## src/rtl/intersection_pkg.sv

```systemverilog
// Shared phase encodings, lamp patterns and the phase-to-lamps decode for the
// intersection scheduler.
package intersection_pkg;

  typedef enum logic [2:0] {
    NS_GREEN  = 3'd0,
    NS_YELLOW = 3'd1,
    ALLRED_A  = 3'd2,
    EW_GREEN  = 3'd3,
    EW_YELLOW = 3'd4,
    ALLRED_B  = 3'd5,
    PED_WALK  = 3'd6
  } phase_e;

  typedef enum logic {
    ROAD_NS = 1'b0,
    ROAD_EW = 1'b1
  } road_e;

  localparam logic [2:0] RED = 3'b100;
  localparam logic [2:0] YEL = 3'b010;
  localparam logic [2:0] GRN = 3'b001;

  typedef struct packed {
    logic [2:0] ns;
    logic [2:0] ew;
    logic       walk;
  } heads_t;

  function automatic heads_t decode_heads(phase_e p);
    heads_t h;
    h = '{ns: RED, ew: RED, walk: 1'b0};
    case (p)
      NS_GREEN:  h.ns   = GRN;
      NS_YELLOW: h.ns   = YEL;
      EW_GREEN:  h.ew   = GRN;
      EW_YELLOW: h.ew   = YEL;
      PED_WALK:  h.walk = 1'b1;
      default:   h.walk = 1'b0;
    endcase
    return h;
  endfunction

endpackage

```

## src/rtl/phase_timer.sv

```systemverilog
// Per-phase elapsed-cycle counter: clears on request, otherwise counts up and
// holds at SAT; done_o flags equality with the caller-supplied compare value.
module phase_timer #(
  parameter int unsigned W   = 5,
  parameter int unsigned SAT = 31
) (
  input  logic         clk,
  input  logic         rst,
  input  logic         clr_i,
  input  logic [W-1:0] cmp_i,
  output logic [W-1:0] cnt_o,
  output logic         done_o
);

  logic [W-1:0] cnt_q, cnt_d;

  always_comb begin
    cnt_d = cnt_q;
    if (clr_i) begin
      cnt_d = '0;
    end else if (cnt_q != W'(SAT)) begin
      cnt_d = cnt_q + 1'b1;
    end
  end

  always_ff @(posedge clk) begin
    if (rst) begin
      cnt_q <= '0;
    end else begin
      cnt_q <= cnt_d;
    end
  end

  assign cnt_o  = cnt_q;
  assign done_o = (cnt_q == cmp_i);

endmodule

```

## src/rtl/intersection_phase_scheduler.sv

```systemverilog
// Two-road traffic signal controller with pedestrian walk phase, demand-driven
// green extension and registered Moore lamp outputs.
module intersection_phase_scheduler
  import intersection_pkg::*;
#(
  parameter int unsigned GREEN_MIN = 8,
  parameter int unsigned GREEN_MAX = 32,
  parameter int unsigned YELLOW_T  = 4,
  parameter int unsigned ALLRED_T  = 2,
  parameter int unsigned WALK_T    = 10
) (
  input  logic       clk,
  input  logic       rst,
  input  logic       ns_req,
  input  logic       ew_req,
  input  logic       ped_req,
  output logic [2:0] ns_lights,
  output logic [2:0] ew_lights,
  output logic       walk,
  output logic [2:0] phase
);

  localparam int unsigned CW = $clog2(GREEN_MAX + 1);

  phase_e          state_q, state_d;
  road_e           last_q, last_d;
  logic            ped_q, ped_d;
  logic [CW-1:0]   cnt, cmp;
  logic            done, min_ok;
  heads_t          heads_d;

  // In green states the compare value is the max-green point, so done doubles
  // as the "green has run to its limit" flag.
  always_comb begin
    case (state_q)
      NS_YELLOW, EW_YELLOW: cmp = CW'(YELLOW_T - 1);
      ALLRED_A, ALLRED_B:   cmp = CW'(ALLRED_T - 1);
      PED_WALK:             cmp = CW'(WALK_T - 1);
      default:              cmp = CW'(GREEN_MAX - 1);
    endcase
  end

  assign min_ok = (cnt >= CW'(GREEN_MIN - 1));

  always_comb begin
    state_d = state_q;
    last_d  = last_q;
    case (state_q)
      NS_GREEN:
        if (min_ok && (ew_req || ped_q) && (!ns_req || done)) begin
          state_d = NS_YELLOW;
          last_d  = ROAD_NS;
        end
      NS_YELLOW: if (done) state_d = ALLRED_A;
      ALLRED_A:  if (done) state_d = ped_q ? PED_WALK : EW_GREEN;
      EW_GREEN:
        if (min_ok && (ns_req || ped_q) && (!ew_req || done)) begin
          state_d = EW_YELLOW;
          last_d  = ROAD_EW;
        end
      EW_YELLOW: if (done) state_d = ALLRED_B;
      ALLRED_B:  if (done) state_d = ped_q ? PED_WALK : NS_GREEN;
      PED_WALK:  if (done) state_d = (last_q == ROAD_NS) ? EW_GREEN : NS_GREEN;
      default:   state_d = NS_GREEN;
    endcase
  end

  // Entering the walk serves the request, so that clear outranks a new press.
  always_comb begin
    ped_d = ped_q;
    if (state_d == PED_WALK && state_q != PED_WALK) begin
      ped_d = 1'b0;
    end else if (ped_req && state_q != PED_WALK) begin
      ped_d = 1'b1;
    end
  end

  assign heads_d = decode_heads(state_d);

  always_ff @(posedge clk) begin
    if (rst) begin
      state_q   <= NS_GREEN;
      last_q    <= ROAD_NS;
      ped_q     <= 1'b0;
      ns_lights <= GRN;
      ew_lights <= RED;
      walk      <= 1'b0;
      phase     <= '0;
    end else begin
      state_q   <= state_d;
      last_q    <= last_d;
      ped_q     <= ped_d;
      ns_lights <= heads_d.ns;
      ew_lights <= heads_d.ew;
      walk      <= heads_d.walk;
      phase     <= 3'(state_d);
    end
  end

  phase_timer #(
    .W   (CW),
    .SAT (GREEN_MAX - 1)
  ) u_timer (
    .clk    (clk),
    .rst    (rst),
    .clr_i  (state_d != state_q),
    .cmp_i  (cmp),
    .cnt_o  (cnt),
    .done_o (done)
  );

endmodule

```

## config.mk

```make
export PLATFORM = sky130hd
export DESIGN_NAME = intersection_phase_scheduler
export DESIGN_NICKNAME = d
export VERILOG_FILES = /design/src/rtl/intersection_pkg.sv /design/src/rtl/phase_timer.sv /design/src/rtl/intersection_phase_scheduler.sv
export SDC_FILE = /design/constraint.sdc
export NUM_CORES = 1
export LEC_CHECK = 0
export CORE_ASPECT_RATIO = 1.25
export CORE_UTILIZATION = 25
export DETAILED_ROUTE_END_ITERATION = 6
export DONT_BUFFER_PORTS = 1
export HOLD_SLACK_MARGIN = 0.03
export PLACE_DENSITY = 0.44
export REMOVE_ABC_BUFFERS = 1
export SYNTH_ARGS = -nofsm -noshare
export SYNTH_HDL_FRONTEND = slang
export SYNTH_HIERARCHICAL = 1
export SYNTH_SLANG_ARGS = --single-unit
export TNS_END_PERCENT = 1
```

## constraint.sdc

```tcl
create_clock -name clk -period 2.7 [get_ports clk]
set_input_delay 0.54 -clock clk [delete_from_list [all_inputs] [get_ports clk]]
set_output_delay 0.54 -clock clk [all_outputs]
set_load 0.02 [all_outputs]
```

==> metrics.md <==
| Metric | Value |
|---|---|
| DR DRC count | 0 |
| Startpoint types | register |
| Clock slew at reported path FFs | 0.07 ns |
| Synth area leader | dfxtp_1 |
| Worst EP required | 2.84 ns |
| Crit end category | register |
| Final Power | 497 uW |
| Mapped Cells | 125 |
| Sequential element share of the synthesized area | 33.0% |
| Layout cell share with drive strength beyond 1 | 29.4% |
| Sink Count | 18 |
| Root Driver | clkbuf_8 |
| Final Cycle Share | 95.4% |
| TritonRoute pass-1 iters | 3 |
| Max Cap Viol | 0 |
| Core ar. | 0.00413 mm^2 |
| Number of synthesized flops with an enable pin | 0 |
| Die width | 61.1 um |
| Via/cell ratio | 4.79 |
| Routed vias | 920 |
| Diodes inserted | 0 |
| Finished Layout Cells | 192 |
| CTS tree | yes |
| Initial antenna violation count | 0 |
| PortBufs | 0 |
| Final setup fails | 0 |
| Final WL | 2520 um |
| DPL Wire Length | 1870 um |
| Maximum vdd ir drop | 0.188 mV |
| Most area-consuming cells after synthesis | dfxtp_1, o21ai_0, xnor2_1 |
| GRT Resource Usage Total | 11.8% |
| Max Clock Skew | 0.00850 ns |
| Synth top cells by count | dfxtp_1, o21ai_0, nor2_1 |
| Multi-input logic area | 711 um^2 |
| Final Hold Fails | 0 |
| Fmax achieved | 388 MHz |
| Worst hold path type | input pin to register |
| Top cell type's share of synthesized area | 33.0% |
| Top Ports | 15 |
| R2R depth | 13 |
| Crit-path max FO | 7 |
| Clock buffer depth | 2 |
| Global route overflow | 0 |
| Die Y | 75.9 um |
| Clk_lat worst skew | 0.26 ns |
| P&R area growth vs syn | 21.6% |
| Tightest Pin Transition | 0.526 ns |
| Status | finished clean |
| DIE AREA | 0.00464 mm^2 |
| H-tree depth | 1 |
| First-pass GRT wire length | 4170 um |
| Drt first-iter violations | 52 |
| Cell with the most instances after synthesis | dfxtp_1 |
| Inserted Clock Buffers | 3 |
| Setup bufs post-CTS | 0 |
| Register bit total from synthesis | 18 |
| Worst EP arrival | 2.71 ns |
| Async SR Flop Fraction | 0% |
| Initial cell density of the core | 26.4% |
| Vias in the first global route | 915 |
| Fill count | 458 |
| Num rows | 26 |
| Final Max Slew Viols | 0 |
| Sequential cell area | 364 um^2 |
| Average wire per standard cell | 13.1 um |
| Slew HR | 64.7% |
| GPL Wtd Cong | 0.756 |
| Hold Crit Depth | 1 |
| Pwr dens | 374 mW/mm^2 |
| DRT antenna net count | 0 |
| Nets@finish | 144 |
| Min Clock Period, post-route | 2.58 ns |
| Library cells used by synthesis | 50 |
| Largest net degree at the start of global routing | 13 |
| RSZ-0062 raised after global routing | true |
| CP Class | register to register |
| Placed Cells | 189 |
| Synth warn | 6 |
| Post-Syn Area | 0.00109 mm^2 |
| Synth Flop Type | dfxtp_1 |
| Mapped Avg Cell Area | 8.74 um^2 |
| Pleak | 0.526 nW |
[report_power, final]
part / internal, mW / switching (mW) / total [mW]
sequential: 0.271 / 0.0101 / 0.281
clock: 0.0992 / 0.0893 / 0.189
combinational: 0.0151 / 0.0128 / 0.0279
total: 0.385 / 0.112 / 0.497
[per-stage QoR]
| step | instance area, um^2 | utilization [%] | hold WS [ns] | setup slack [ns] | TNS (ns) |
|---|---|---|---|---|---|
| after global placement | 1240 | 30.1 | 0.492 | 0.0271 | 0 |
| after floorplan | 1050 | - | 0.459 | -0.610 | -6.78 |
| after CTS | 1280 | 31.1 | 0.343 | 0.0304 | 0 |
| after detailed placement | 1240 | 30.1 | 0.493 | 0.0521 | 0 |
| after global routing | 1330 | 32.2 | 0.337 | -0.0570 | -0.0764 |
| final | 1330 | 32.2 | 0.348 | 0.124 | 0 |
[path summary, 6_finish.rpt]
kind                          from                       endpoint  slack, ns
max          state_q[0]$_SDFF_PP0_  u_timer/cnt_o[1]$_SDFFE_PP0P_       0.12
min                            rst          state_q[2]$_SDFF_PP0_       0.35
max reg2reg  state_q[0]$_SDFF_PP0_  u_timer/cnt_o[1]$_SDFFE_PP0P_       0.12
min reg2reg    last_q$_SDFFE_PP0P_            last_q$_SDFFE_PP0P_       0.50
[cell type report]
cell class                 count  share of cell area (%)
sequential                    18                    27.4
timing repair buffer          17                    9.60
clock buffer                   3                    3.11
inverter                       4                    1.13
tap                           56                    5.27
multi-input combinational     94                    53.5
[registers in the layout (all words and copies together) (netlist names)]
name,count
u_timer/cnt_o,6
ew_lights,3
ns_lights,3
state_q,3
last_q,1
ped_q,1
walk,1
[per-layer routing]
metal	GRT usage (%)	up-vias	routed length, um
met4	4.77	0	42
met3	2.39	5	105
met2	19.3	16	1260
met5	0	-	0
li1	-	475	-
met1	14.5	424	1110
[cells by family after synthesis]
logic type                 Yosys count  share of synthesized area (%)
AOI/OAI and AO/OA                   40                           29.4
xor gates and xnor gates             7                           5.61
adders and majority gates            1                           1.15
buffers and inverters               13                           5.61
DFF                                 18                           33.0
muxes                                1                          0.916
other                                2                          0.688
and+or+nand+nor                     43                           23.6
[worst max-delay path, stage by stage (launching register included)]
cell and delay, ns:
dfxtp_2 0.34, or3_4 0.41, nand2_4 0.10, xnor2_2 0.11, nand4_1 0.12, nor3_2 0.20
inv_1 0.09, o2bb2ai_2 0.13, or4_4 0.46, o21ai_2 0.08, a211o_1 0.17, nor2_4 0.07
o211ai_1 0.09, o31ai_1 0.09
[cell usage in the layout (no fill, tap or decap), types with 3 or more instances in the layout]
| cell | n |
|---|---|
| buf_4 | 17 |
| nand2_1 | 6 |
| dfxtp_2 | 3 |
| dfxtp_1 | 15 |
| nor2_1 | 6 |
| xnor2_1 | 4 |
| and2_1 | 5 |
| o21ai_0 | 8 |
| inv_1 | 4 |
| nor2b_1 | 3 |
| and3_1 | 3 |
| a21oi_1 | 7 |
| clkbuf_8 | 3 |
[repair_timing]
| item | CTS | global route |
|---|---|---|
| setup endpoints to repair | 0 | 10 |
| hold buffers | 0 | 0 |
| gates resized for setup | 0 | 13 |
(Power assumes the default switching activity.)
